==> src/rtl/vec_demux3_1_reg.sv <==
// vec_demux3_1_reg
//   Registered 1-to-3 vector demultiplexer. One M-lane x N-bit source is routed
//   to destination A, B or C by a 2-bit select. Each destination has a
//   one-entry output register (slot), so sustained throughput is one vector
//   per cycle per destination. A select of 11 is consumed and discarded. Each
//   such drop is counted in a saturating counter and raises a sticky error flag.
//
//   Optional build macro: VEC_DEMUX_LANE_MASK_EN
//     When defined, a lane_mask [M-1:0] input is added. On an accept, only
//     the lanes whose mask bit is 1 are written. The slot still becomes FULL
//     for any mask value, including 0.
//
//   Ports
//     clk, rst                       clock, async active-high reset
//     in_valid/in_ready/in_sel/in_data   source handshake, select, vector
//     lane_mask                      per-lane write enable (macro only)
//     out_{a,b,c}_valid/ready/data   destination handshakes + registered data
//     drop_count                     saturating count of sel=11 accepts
//     err_sel                        sticky, set on first sel=11 accept

// One destination slot: a FULL/EMPTY flag plus the data register.
module vec_demux3_1_reg_slot #(
  parameter int N = 16,
  parameter int M = 16
) (
  input  logic                clk,
  input  logic                rst,
  input  logic                i_load,
  input  logic                i_ready,
  input  logic [M-1:0]        i_mask,
  input  logic [M-1:0][N-1:0] i_data,
  output logic                o_valid,
  output logic                o_free,
  output logic [M-1:0][N-1:0] o_data
);
  logic                r_full;
  logic [M-1:0][N-1:0] r_data;

  // A load takes priority over a drain, so a simultaneous drain and load
  // leaves the slot FULL with the new vector.
  always_ff @(posedge clk or posedge rst) begin
    if (rst)         r_full <= 1'b0;
    else if (i_load) r_full <= 1'b1;
    else if (i_ready) r_full <= 1'b0;
  end

  // Masked-off lanes keep their previous value. On a drain the data
  // register is left as is.
  always_ff @(posedge clk or posedge rst) begin
    if (rst) r_data <= '0;
    else if (i_load) begin
      for (int i = 0; i < M; i++)
        if (i_mask[i]) r_data[i] <= i_data[i];
    end
  end

  assign o_valid = r_full;
  assign o_free  = ~r_full | i_ready;
  assign o_data  = r_data;
endmodule

module vec_demux3_1_reg #(
  parameter int N  = 16,
  parameter int M  = 16,
  parameter int CW = 8
) (
  input  logic                clk,
  input  logic                rst,
`ifdef VEC_DEMUX_LANE_MASK_EN
  input  logic [M-1:0]        lane_mask,
`endif
  input  logic                in_valid,
  output logic                in_ready,
  input  logic [1:0]          in_sel,
  input  logic [M-1:0][N-1:0] in_data,
  output logic                out_a_valid,
  input  logic                out_a_ready,
  output logic [M-1:0][N-1:0] out_a_data,
  output logic                out_b_valid,
  input  logic                out_b_ready,
  output logic [M-1:0][N-1:0] out_b_data,
  output logic                out_c_valid,
  input  logic                out_c_ready,
  output logic [M-1:0][N-1:0] out_c_data,
  output logic [CW-1:0]       drop_count,
  output logic                err_sel
);
  logic [2:0]                w_free;
  logic [2:0]                w_valid;
  logic [2:0]                w_rdy;
  logic [2:0]                w_load;
  logic [2:0][M-1:0][N-1:0]  w_data;
  logic [M-1:0]              w_mask;
  logic                      w_acc;
  logic [CW-1:0]             r_drop;
  logic                      r_err;

`ifdef VEC_DEMUX_LANE_MASK_EN
  assign w_mask = lane_mask;
`else
  assign w_mask = '1;
`endif

  assign w_rdy = {out_c_ready, out_b_ready, out_a_ready};

  // in_ready depends only on the select and the slot state, never on
  // in_valid. The drop path (sel=11) is always ready.
  always_comb begin
    in_ready = 1'b1;
    case (in_sel)
      2'd0:    in_ready = w_free[0];
      2'd1:    in_ready = w_free[1];
      2'd2:    in_ready = w_free[2];
      default: in_ready = 1'b1;
    endcase
  end

  assign w_acc = in_valid & in_ready;

  for (genvar g = 0; g < 3; g++) begin : g_slot
    assign w_load[g] = w_acc & (in_sel == 2'(g));
    vec_demux3_1_reg_slot #(.N(N), .M(M)) u_slot (
      .clk     (clk),
      .rst     (rst),
      .i_load  (w_load[g]),
      .i_ready (w_rdy[g]),
      .i_mask  (w_mask),
      .i_data  (in_data),
      .o_valid (w_valid[g]),
      .o_free  (w_free[g]),
      .o_data  (w_data[g])
    );
  end

  // Dropped vectors (sel=11): the counter saturates and does not wrap.
  always_ff @(posedge clk or posedge rst) begin
    if (rst) begin
      r_drop <= '0;
      r_err  <= 1'b0;
    end else if (w_acc && in_sel == 2'd3) begin
      if (r_drop != {CW{1'b1}}) r_drop <= r_drop + 1'b1;
      r_err <= 1'b1;
    end
  end

  assign out_a_valid = w_valid[0];
  assign out_b_valid = w_valid[1];
  assign out_c_valid = w_valid[2];
  assign out_a_data  = w_data[0];
  assign out_b_data  = w_data[1];
  assign out_c_data  = w_data[2];
  assign drop_count  = r_drop;
  assign err_sel     = r_err;
endmodule

==> config.mk <==
export PLATFORM = sky130hd
export DESIGN_NAME = vec_demux3_1_reg
export DESIGN_NICKNAME = d
export VERILOG_FILES = /design/src/rtl/vec_demux3_1_reg.sv
export SDC_FILE = /design/constraint.sdc
export NUM_CORES = 1
export LEC_CHECK = 0
export BUFFER_PORTS_ARGS = -buffer_cell sky130_fd_sc_hd__buf_2
export CAP_MARGIN = 30
export CORE_AREA = 2 2 402 404
export DETAILED_ROUTE_END_ITERATION = 10
export DIE_AREA = 0 0 404 406
export HOLD_SLACK_MARGIN = 0.02
export SETUP_SLACK_MARGIN = 0.15
export SLEW_MARGIN = 10
export SYNTH_ARGS = -nofsm -noshare
export SYNTH_HDL_FRONTEND = slang
export SYNTH_SLANG_ARGS = --single-unit
==> constraint.sdc <==
create_clock -name clk -period 27.3 [get_ports clk]
set_input_delay 1.365 -clock clk [delete_from_list [all_inputs] [get_ports clk]]
set_output_delay 1.365 -clock clk [all_outputs]
set_load 0.01 [all_outputs]
; ---- Yosys cells after proc, flatten, opt, wreduce, memory -nomap -nowiden
; Index checks and enable logic that the tools add are counted.
[word_totals]
input_bits = 264
register_bits = 780
wordCells = 81
[op_classes]
muxes = 7
add_sub_neg = 1
n_reduce_logical = 6
bitwise = 10
eq_ne = 4
[op_table]
columns = op, n
row1 = "8-bit by 1-bit adder with 8-bit output, second input constant", 1
row2 = "8-bit inequality test, second input constant", 1
row3 = 1-bit two-way mux, 6
row4 = 2-bit nonzero test, 3
row5 = 1-bit bitwise AND, 4
row6 = "2-bit == test, second input constant", 2
row7 = 1-bit NOT, 3
row8 = 1-bit OR, 3
row9 = 1-bit case mux with 3 select lines, 1
row10 = "2-bit by 1-bit == test with 1-bit output, second input constant", 1
row11 = 2-bit logical NOT, 1
row12 = 2-bit AND reduction, 1
row13 = 1-bit logical AND, 1

; ---- Depth between registers and ports, before layout
; Gate-level depths: netlist of run 1.
[depth]
depth_word = 6
depth_mapped = 6

; ---- Modules after synthesis
; Synthesis of run 1 repeated with hierarchy kept, for this count alone.
[hier_totals]
cells_unflattened = 1700
hier_area_um2 = 29366.9
[modules_own_cells]
columns = module, cells_per_inst, area_each_um2, n_inst, seq_area_each_um2
row1 = vec_demux3_1_reg_slot, 550, 9615.5, 3, 6431.2
row2 = vec_demux3_1_reg, 50, 520.5, 1, 225.2

; ---- Worst setup path after synthesis of run 1
; OpenSTA, ideal clock, no wires.
[synth_timing]
kind = input port to output port
start = input port in_sel[0]
end = output port in_ready
required_time_ns = 25.935
cell_stages = 4
slack_ns = 24.047
arrival_ns = 1.888
cell_sequence = buf_2 > nand2_1 > o21ai_0 > o21ai_0
[synth_between]
elab_chain_cells = 2
elab_cells_between_ends = 4
[synth_lines]
columns = element, line_no
row1 = from (decl), 74  ; input logic [1:0] in_sel,
row2 = 2-bit == test (tied with other cells), 110  ; case (in_sel)
row3 = 1-bit case mux with 3 select lines (*), 110
row4 = to (decl), 73  ; output logic in_ready,
; Mark *: on every way between the ends. The rest lies on a longest branch, timed or not.

; ---- Final worst setup path of run 1
[layout_timing]
start = input port out_c_ready
end = register g_slot[2].u_slot.r_data (netlist bit g_slot[2].u_slot.o_data[198])
[layout_between]
elab_chain_cells = 4
[layout_lines]
columns = element, line_no
row1 = from (decl), 83  ; input logic out_c_ready,
row2 = 1-bit OR, 58  ; assign o_free = ~r_full | i_ready;
row3 = 1-bit case mux with 3 select lines, 110
row4 = 1-bit bitwise AND, 118  ; assign w_acc = in_valid & in_ready;
row5 = 1-bit bitwise AND, 121  ; assign w_load[g] = w_acc & (in_sel == 2'(g));
row6 = "to (signal, indexed assignment)", 53  ; if (i_mask[i]) r_data[i] <= i_data[i];
row7 = to (decl), 37  ; logic [M-1:0][N-1:0] r_data;
; Every way passes these cells.
; A chain may end at the register's enable or synchronous reset.

==> results of run 1 <==
==> flip-flops by register name, summed over array words and instances (netlist names) <==
signal and cells:
drop_count 8, err_sel 1, g_slot.u_slot.o_data 768, g_slot.u_slot.o_valid 3
==> per-layer routing <==
metal | share of wire [%] | vias up | track usage, %
met2 | 47 | 718 | 20.2
met5 | 0.031 | - | 0
met4 | 3.6 | 4 | 5.16
met1 | 41 | 10035 | 15.5
met3 | 7.9 | 159 | 3.80
li1 | - | 8131 | -
==> metrics by stage <==
| stage | cell area [sq um] | worst slack [ns] | util [%] | power [mW] | hold slack [ns] |
|---|---|---|---|---|---|
| 4_1_cts | 39500 | 22.43 | 24.8 | 3.63 | 0.482 |
| 3_3_place_gp | 36500 | 21.70 | 22.9 | 2.36 | 0.465 |
| 6_report | 39600 | 23.13 | 24.8 | 3.57 | 0.481 |
| 3_5_place_dp | 36500 | 21.64 | 22.9 | 2.37 | 0.469 |
| 5_1_grt | 39600 | 22.62 | 24.8 | 3.74 | 0.487 |
| 2_1_floorplan | 29000 | 4.04 | - | 1.91 | 0.504 |
==> cell type report <==
| class | count | area [sq um] |
|---|---|---|
| inverters | 2 | 15.0 |
| diodes | 6 | 15.0 |
| clock buffers | 119 | 2430 |
| multi-input cells | 813 | 8950 |
| fillers | 16769 | 120000 |
| repair buffers | 1071 | 5480 |
| well taps | 2086 | 2610 |
| flip-flops and latches | 780 | 19500 |
| clock inverters | 35 | 557 |
==> power groups by stage <==
stage | combinational [mW] | clock (mW) | sequential (mW)
CTS | 0.827 | 1.27 | 1.53
finish | 0.808 | 1.23 | 1.53
floorplan | 0.258 | 0 | 1.66
global placement | 0.819 | 0 | 1.54
global route | 0.864 | 1.32 | 1.56
detailed placement | 0.826 | 0 | 1.55
==> cells in the mapped netlist, types with 3 or more instances <==
cell	n
buf_2	34
buf_4	46
buf_6	4
dfrtp_1	780
mux2_1	33
mux2_2	738
nand2_1	7
nand2b_1	4
nand3_1	3
o21ai_0	6
xnor2_1	3
==> cell families after synthesis <==
logic type,after synthesis
xor+xnor,3
flops,780
compound gates,9
buf+inv,88
fa+ha+maj,1
simple gates,28
mux,772
==> worst max-delay path, stage by stage <==
cell	delay, ns
buf_2	0.10
nand2b_1	0.32
nand4b_1	0.20
buf_4	0.67
buf_4	0.59
buf_4	0.81
mux2_2	0.41
==> worst max-delay path by stage <==
stage	start	end	slack [ns]	cells past startpoint
finish	out_c_ready	g_slot[2].u_slot.o_data[198]	23.13	7
global route	rst	g_slot[0].u_slot.o_data[149]	22.62	7
CTS	rst	g_slot[0].u_slot.o_data[149]	22.43	6
detailed placement	rst	g_slot[2].u_slot.o_data[206]	21.64	6
global placement	rst	g_slot[2].u_slot.o_data[140]	21.70	6
floorplan	rst	drop_count[0]	4.04	1
==> impl_results.md, run 1 <==
- Clock Pin Slew Worst Setup and Hold Paths: 0.06 ns
- Vias in the first global route: 19.3k
- First-pass GRT wire length: 148000 um
- Sw Ratio: 30.0%
- Core Box Area: 160000 sq um
- Seq/Total Area, Yosys: 67.2%
- Sink Count: 780
- Detailed-route via count: 19.0k
- Maximum clock rate: 240 MHz
- R2r setup slk: 23.61 ns
- R2r endpoint: g_slot[2].u_slot.o_data[198]
- Total Nets Final: 3018
- Most frequent cells in the layout: buf_2 (1044), dfrtp_1 (780), mux2_2 (738)
- P_sw: 1.07 mW
- Post-synth top area share: 67.2%
- Reg power frac: 42.9%
- Unrepaired setup endpoints after global routing: no
- Leakage: 18.2 nW
- Synth area leader: dfrtp_1
- CP arrival: 4.71 ns
- Slew Viols, Final: 0
- # resized after CTS: 0
- Tcrit/Tclk final: 15.3%
- Post-layout min period: 4.17 ns
- Die height: 406 um
- Drt pass-1 iters: 6
- Crit path kind: input port to flop
- Cell Count Post-Placement: 4750
- FFs w/ async S/R, synth: 100%
- Post-Synth Simple-Gate Area: 0.577%
- CP Max Fanout: 70
- Avg WL per Cell: 21.9 um
- Die Width: 404 um
- Largest family of logic cells by synthesized area: multiplexers
- Root buffer cell: clkbuf_16
- Final setup violation count: 0
- Critical path required time: 27.84 ns
- Compound-Gate Fraction of Synth Area: 0.164%
- CTS tree: built
- Comb pwr share: 22.6%
- Overflow after GRT: 0
- Total CTS buffers: 85
- Final WL: 107000 um
- Share of layout cells above drive strength 1: 69.2%
- Leading register cell type out of synthesis: dfrtp_1
- Worst setup SP type: input port
- Worst r2r path cells: 6
- Commonest non-fill, non-tap cell in the layout: buf_2
- CTS max path bufs: 3
- Warnings from Yosys: 0
- Post-CTS Setup Bufs: 0
- Die area: 164000 sq um
- Yosys reg bits: 780
- Setup tns final: 0 ns
- Syn Inst Count: 1681
- Max-cap violations: 0
- Hold Path End: g_slot[0].u_slot.o_data[225]
- Int Pwr: 2.50 mW
- VDD IR max: 0.0576 mV
- I/O pin count: 1045
- Multiplexer area fraction after synthesis: 29.9%
- Initial DRC count: 951
- Synth top area cells: dfrtp_1 (67%), mux2_2 (29%), mux2_1 (1.3%)
- HPWL Detailed: 83400 um
- Number of synthesized flops with an enable pin: 0
- PwrDens: 90.2 nW/um^2
- GPL Wtd Cong: 0.888
- Synth Net Count: 1946
- Post-CTS Hold Buffers: 0
- Adder-cell area share of the yosys netlist: 0.0431%
- Clk pwr share: 34.5%
- DRT antenna net count: 0
- FF-to-FF Start: g_slot[2].u_slot.o_valid
- WHS Path Cells: 1
- Initial antenna violation count: 12
- Detailed-route DRC error count: 0
- Status: finished clean
- Post-synthesis cell type count: 28
- Cell Area, Synth: 29000 sq um
- Post-DR vias/cell: 3.88
- Pin count of the biggest net entering global routing: 125
- Total Routing Usage GR: 12.5%
- Cell Rows: 147
- Starting Density: 18.2%
- Hold Crit Class: flop to flop
- Slew @ Worst Pin: 1.00 ns
- Final std cells w/o fill: 4912
- Port-buffer cells: 1044
- Final Skew: 0.0336 ns
- Area Overhead vs Synth: 36.3%
- Hold_sp: g_slot[0].u_slot.o_data[225]
- Setup crit end kind: flop
- Syn avg cell area: 17.3 sq um
- CTS H-Tree Depth: 3
- XOR/XNOR share of the synthesized area: 0.0905%
- Max_slew headroom: 33.2%
- Clk Latency, worst-skew pair: 0.69 ns
- Final hold viol count: 0
(Power assumes the default switching activity.)
==> run 2: changes to the inputs <==
Clock period 27.3 ns to 4.2 ns, I/O delays scaled along.
==> run 2 against run 1 <==
First-iteration DRC count is 14% higher. Critical path type is now flop to flop. Global-route usage is 0.83 points higher. Clock skew is 0.0096 ns lower. Final cell count is 5.9% higher. Largest power group unchanged. Clock-buffer cell count is 6 higher. Non-clock buffer count is 289 higher. Register-to-register slack worse by 22 ns. Power grew to 6.5 times the previous value. Flip-flop and latch count stayed put.
==> impl_results.md, run 2 (synthesis results as in run 1) <==
- FF-to-FF Start: g_slot[2].u_slot.o_valid
- DRT antenna net count: 0 (unchanged)
- Final Skew: 0.0239 ns (-0.00963 ns)
- Status: finished clean
- Hold Crit Class: input port to asynchronous set/reset pin
- Area Overhead vs Synth: 46.3%
- Core Box Area: 160000 sq um (unchanged)
- Layout fillers: 16.4k (-1.9%)
- Clk Latency, worst-skew pair: 0.69 ns (about the same)
- Overall power: 23.3 mW (+550%)
- CP arrival: 3.38 ns (-1.33 ns)
- Detailed-route DRC error count: 0 (unchanged)
- Initial DRC count: 1085 (+14%)
- Final Hold Slack: 0.197 ns (-0.283 ns)
- Initial antenna violation count: 17 (+5)
- Slew Viols, Final: 0 (unchanged)
- First-pass GRT wire length: 158000 um (+6.8%)
- Root buffer cell: clkbuf_16
- Post-layout min period: 2.82 ns
- Setup crit end kind: flop
- Total Nets Final: 3309 (+9.6%)
- I/O pin count: 1045 (unchanged)
- Avg WL per Cell: 21.9 um (+0.19%)
- Total Routing Usage GR: 13.3% (+0.83 points)
- CTS H-Tree Depth: 3 (unchanged)
- Die height: 406 um (unchanged)
- Die Width: 404 um (unchanged)
- Detailed-route via count: 20.2k (+6.1%)
- Final std cells w/o fill: 5203 (+5.9%)
- Share of layout cells above drive strength 1: 63.5% (-5.6 points)
- Clock Pin Slew Worst Setup and Hold Paths: 0.07 ns (about the same)
- CP Max Fanout: 53 (-24%)
- Most frequent cells in the layout: buf_2 (1044), dfrtp_1 (780), mux2_2 (738)
- Total CTS buffers: 87 (+2.4%)
- Leakage: 19.5 nW (+6.8%)
- PwrDens: 550 nW/um^2 (+510%)
- Crit. Startpoint: g_slot[2].u_slot.o_valid
- Worst setup SP type: flop
- Post-route cell area: 42500 sq um (+7.3%)
- Vias in the first global route: 21.2k (+9.9%)
- HPWL Detailed: 87400 um (+4.8%)
- Pre-CTS setup slack: 0.995 ns (-20.64 ns)
- Max reg flops: 768 (unchanged)
- Maximum clock rate: 355 MHz
- Final WL: 114000 um (+6.1%)
- Crit path kind: flop to flop
- Tcrit/Tclk final: 67.1%
- Pin count of the biggest net entering global routing: 125 (unchanged)
- VDD IR max: 0.335 mV (+480%)
- Max_slew headroom: 26.6% (-6.6 points)
- Die area: 164000 sq um (unchanged)
- Post-DR vias/cell: 3.88 (+0.17%)
- Overflow after GRT: 0 (unchanged)
- Max-cap violations: 0 (unchanged)
- Unrepaired setup endpoints after global routing: no
- Placed cell areas: 36900 sq um (+1.0%)
- Drt pass-1 iters: 5 (-1)
- # resized after CTS: 0 (unchanged)
- CTS max path bufs: 3 (unchanged)
- Critical path required time: 4.76 ns (-23.08 ns)
- Final hold viol count: 0 (unchanged)
- Cell Rows: 147 (unchanged)
- GPL Wtd Cong: 0.918 (+3.4%)
- Port-buffer cells: 1044 (unchanged)
- Slew @ Worst Pin: 1.10 ns (+0.0989 ns)
- Starting Density: 18.2% (unchanged)
- Sink Count: 780 (unchanged)
- Worst setup margin: 1.38 ns (-21.75 ns)
- Commonest non-fill, non-tap cell in the layout: buf_2
- Cell Count Post-Placement: 4778 (+0.59%)
- Final setup violation count: 0 (unchanged)
- CTS tree: built
-- run 2: final timing paths --
kind / cells after the start / slack (ns) / to
worst max-delay path: 5 / 1.38 / g_slot[2].u_slot.o_data[52]
worst max register to register: 5 / 1.38 / g_slot[2].u_slot.o_data[52]
min in group clk: 3 / 0.22 / g_slot[2].u_slot.o_valid
max in group asynchronous: 5 / 2.99 / g_slot[1].u_slot.o_data[209]
worst min-delay path: 4 / 0.20 / g_slot[2].u_slot.o_data[8]
worst min register to register: 1 / 0.48 / err_sel
-- run 2: metal layers --
layer	GRT usage, %	wire length (um)	part of all wire, %
met1	16.3	46600	41
met2	21.9	54600	48
met3	3.68	8130	7.1
met5	0	50	0.044
met4	5.82	4590	4.0
-- run 2: worst max-delay path, cell delays in order (launching register included) --
cell      delay (ns)
dfrtp_1         0.35
nand2b_1        0.28
nand4b_1        0.41
buf_4           0.42
buf_4           0.70
mux2_2          0.42
-- run 2: stage by stage --
stage               util (%)   TNS, ns
floorplan                  -  -5234.57
global placement        23.1         0
detailed placement      23.1         0
CTS                     26.6         0
global route            26.6         0
finish                  26.6         0
-- run 2: timing repair --
item                      4_1_cts  5_1_grt
hold buffers                  262        0
setup buffers                   0        0
hold endpoints to repair      784        0
-- run 2: power breakdown --
| group | total [mW] | switching [mW] | internal (mW) |
|---|---|---|---|
| logic | 5.53 | 2.97 | 2.56 |
| registers | 9.94 | 0.842 | 9.10 |
| clock network | 7.87 | 3.27 | 4.60 |
| total | 23.3 | 7.08 | 16.3 |
-- run 2: cell type report --
cell class              instances  area, sq um  share of cell area [%]
flip-flops and latches        780        19500                    46.0
diodes                          6         15.0                  0.0353
clock buffers                 125         2510                    5.91
well taps                    2086         2610                    6.14
clock inverters                31          410                   0.966
repair buffers               1360         8450                    19.9
inverters                       2         11.3                  0.0265
multi-input cells             813         8950                    21.1
==> run 3: changes to the inputs <==
Clock period 4.2 ns to 2.7 ns, I/O delays scaled along.
==> run 3 against run 2 <==
Combinational power grew 56%. Sequential power grew 56%. Register-to-register slack lost 0.74 ns. Utilization grew 0.081 points. Critical path depth is the same. Setup slack lost 0.74 ns. Clock power grew 51%.
==> impl_results.md, run 3 (synthesis results as in run 1) <==
- Maximum clock rate: 486 MHz (+37%)
- Crit path kind: flop to flop
- Worst setup margin: 0.642 ns (-0.740 ns)
- Post-CTS Setup Bufs: 0 (unchanged)
- Status: finished clean
- Detailed-route DRC error count: 0 (unchanged)
- Overflow after GRT: 0 (unchanged)
- CP Cell Sequence: nand2b_1 > nand4b_1 > buf_12 > buf_12 > mux2_2
- Worst Path Buf+Inv: 2 (unchanged)
- Final WL: 114000 um (-0.16%)
- Final Skew: 0.0257 ns (+0.00175 ns)
- Critical path required time: 3.25 ns (-1.51 ns)
- Tcrit/Tclk final: 76.2% (+9.1 points)
- Die area: 164000 sq um (unchanged)
- Setup crit end: g_slot[2].u_slot.o_data[218]
- Commonest non-fill, non-tap cell in the layout: buf_2
- Post-DR vias/cell: 3.91 (+0.74%)
- First-pass GRT wire length: 158000 um (+0.42%)
- Total CTS buffers: 87 (unchanged)
- Starting Density: 18.2% (unchanged)
- FF-to-FF Start: g_slot[2].u_slot.o_valid
- CTS max path bufs: 3 (unchanged)
- Total Nets Final: 3325 (+0.48%)
- CTS tree: built
- I/O pin count: 1045 (unchanged)
- Port-buffer cells: 1044 (unchanged)
- VDD IR max: 0.562 mV (+68%)
- Setup crit end kind: flop
- DRT antenna net count: 0 (unchanged)
- Max-cap violations: 0 (unchanged)
- Detailed-route via count: 20.4k (+0.99%)
- Avg WL per Cell: 21.8 um (-0.41%)
- Pre-CTS setup slack: 0.604 ns (-0.392 ns)
- Max reg flops: 768 (unchanged)
- Delay of the slowest critical-path stage: 0.40 ns (-0.30 ns)
- Crit. Startpoint: g_slot[2].u_slot.o_valid
- Area Overhead vs Synth: 46.7%
- Max_slew headroom: 47.1% (+21 points)
- R2r endpoint: g_slot[2].u_slot.o_data[218]
- Total Routing Usage GR: 13.3% (about the same)
- Most frequent cells in the layout: buf_2 (1044), dfrtp_1 (780), mux2_2 (738)
- Core Box Area: 160000 sq um (unchanged)
- Final setup violation count: 0 (unchanged)
- Root buffer cell: clkbuf_16
- Final Hold Slack: 0.114 ns (-0.0832 ns)
- Worst setup SP type: flop
- Final hold viol count: 0 (unchanged)
- Die height: 406 um (unchanged)
- Final Util: 26.7% (+0.081 points)
- Pin count of the biggest net entering global routing: 105 (-16%)
- Share of layout cells above drive strength 1: 63.5% (-0.069 points)
- CP arrival: 2.60 ns (-0.78 ns)
- Slew @ Worst Pin: 0.793 ns (-0.308 ns)
- Slew Viols, Final: 0 (unchanged)
- CTS H-Tree Depth: 3 (unchanged)
- Cell Rows: 147 (unchanged)
- PwrDens: 847 nW/um^2 (+54%)
- Clk Latency, worst-skew pair: 0.68 ns (about the same)
- CP max stage cell: dfrtp_1
- Worst r2r path cells: 5 (unchanged)
- GPL Wtd Cong: 0.911 (-0.76%)
- Initial antenna violation count: 14 (-3)
- Worst path most repeated cell: buf_12
- Sink Count: 780 (unchanged)
- Die Width: 404 um (unchanged)
- HPWL Detailed: 88300 um (+1.0%)
- Hold Crit Class: input port to asynchronous set/reset pin
- R2r setup slk: 0.64 ns (-0.74 ns)
- Post-layout min period: 2.06 ns (-0.760 ns)
- Clock Pin Slew Worst Setup and Hold Paths: 0.07 ns (about the same)
- Leakage: 19.5 nW (+0.34%)
- WP depth: 5 (unchanged)
- Initial DRC count: 977 (-10%)
- Unrepaired setup endpoints after global routing: no
- CP top delay family: buffers and inverters
- Drt pass-1 iters: 5 (unchanged)
- Vias in the first global route: 21.0k (-1.2%)
- CP Max Fanout: 64 (+21%)
==> run 3: worst min path at each step <==
stage	to	slack, ns	cells past startpoint
final	g_slot[2].u_slot.o_data[5]	0.11	4
after detailed placement	g_slot[2].u_slot.o_data[5]	0.27	3
after global routing	g_slot[2].u_slot.o_data[5]	0.09	4
after floorplan	g_slot[0].u_slot.o_data[121]	0.27	1
after global placement	g_slot[2].u_slot.o_data[5]	0.27	3
after CTS	g_slot[2].u_slot.o_data[5]	0.04	4
==> run 3: what timing repair did <==
item / 4_1_cts / 5_1_grt
setup endpoints to repair: 0 / 0
hold buffers: 263 / 0
gates resized for setup: 0 / 0
hold endpoints to repair: 1138 / 0
==> run 3: layout make-up <==
class / instances / area (sq um)
clock buffers: 133 / 2560
multi-input cells: 813 / 8950
repair buffers: 1376 / 8640
clock inverters: 23 / 305
well taps: 2086 / 2610
flip-flops and latches: 780 / 19500
diodes: 3 / 7.51
inverters: 2 / 11.3
fillers: 16482 / 117000
==> run 3: worst min-delay path, delay by kind of cell <==
family,cells,cell delay [ns]
buf+inv,4,1.03
==> run 3: report_power, final <==
part | switching, mW | total, mW | leakage, nW | internal (mW)
clock network | 5.00 | 11.9 | 1.39 | 6.94
registers | 1.32 | 15.5 | 9.25 | 14.2
logic | 4.65 | 8.65 | 8.88 | 4.00
==> run 3: through the flow <==
| step | instance area, sq um | total power, mW | TNS, ns | std cells |
|---|---|---|---|---|
| 3_5_place_dp | 37100 | 24.1 | 0 | 4794 |
| 5_1_grt | 42600 | 37.8 | 0 | 5213 |
| 4_1_cts | 42600 | 36.7 | 0 | 5213 |
| 2_1_floorplan | 29000 | 19.4 | -6346.07 | 1681 |
| 3_3_place_gp | 37100 | 24.0 | 0 | 4794 |
| 6_report | 42600 | 36.1 | 0 | 5216 |
==> run 3: layer usage <==
metal	track usage [%]	up-vias	routed length (um)
li1	-	8764	-
met1	16.6	10647	47000
met2	21.9	811	54900
met3	3.62	185	8110
met4	4.96	4	3720
met5	0	-	21
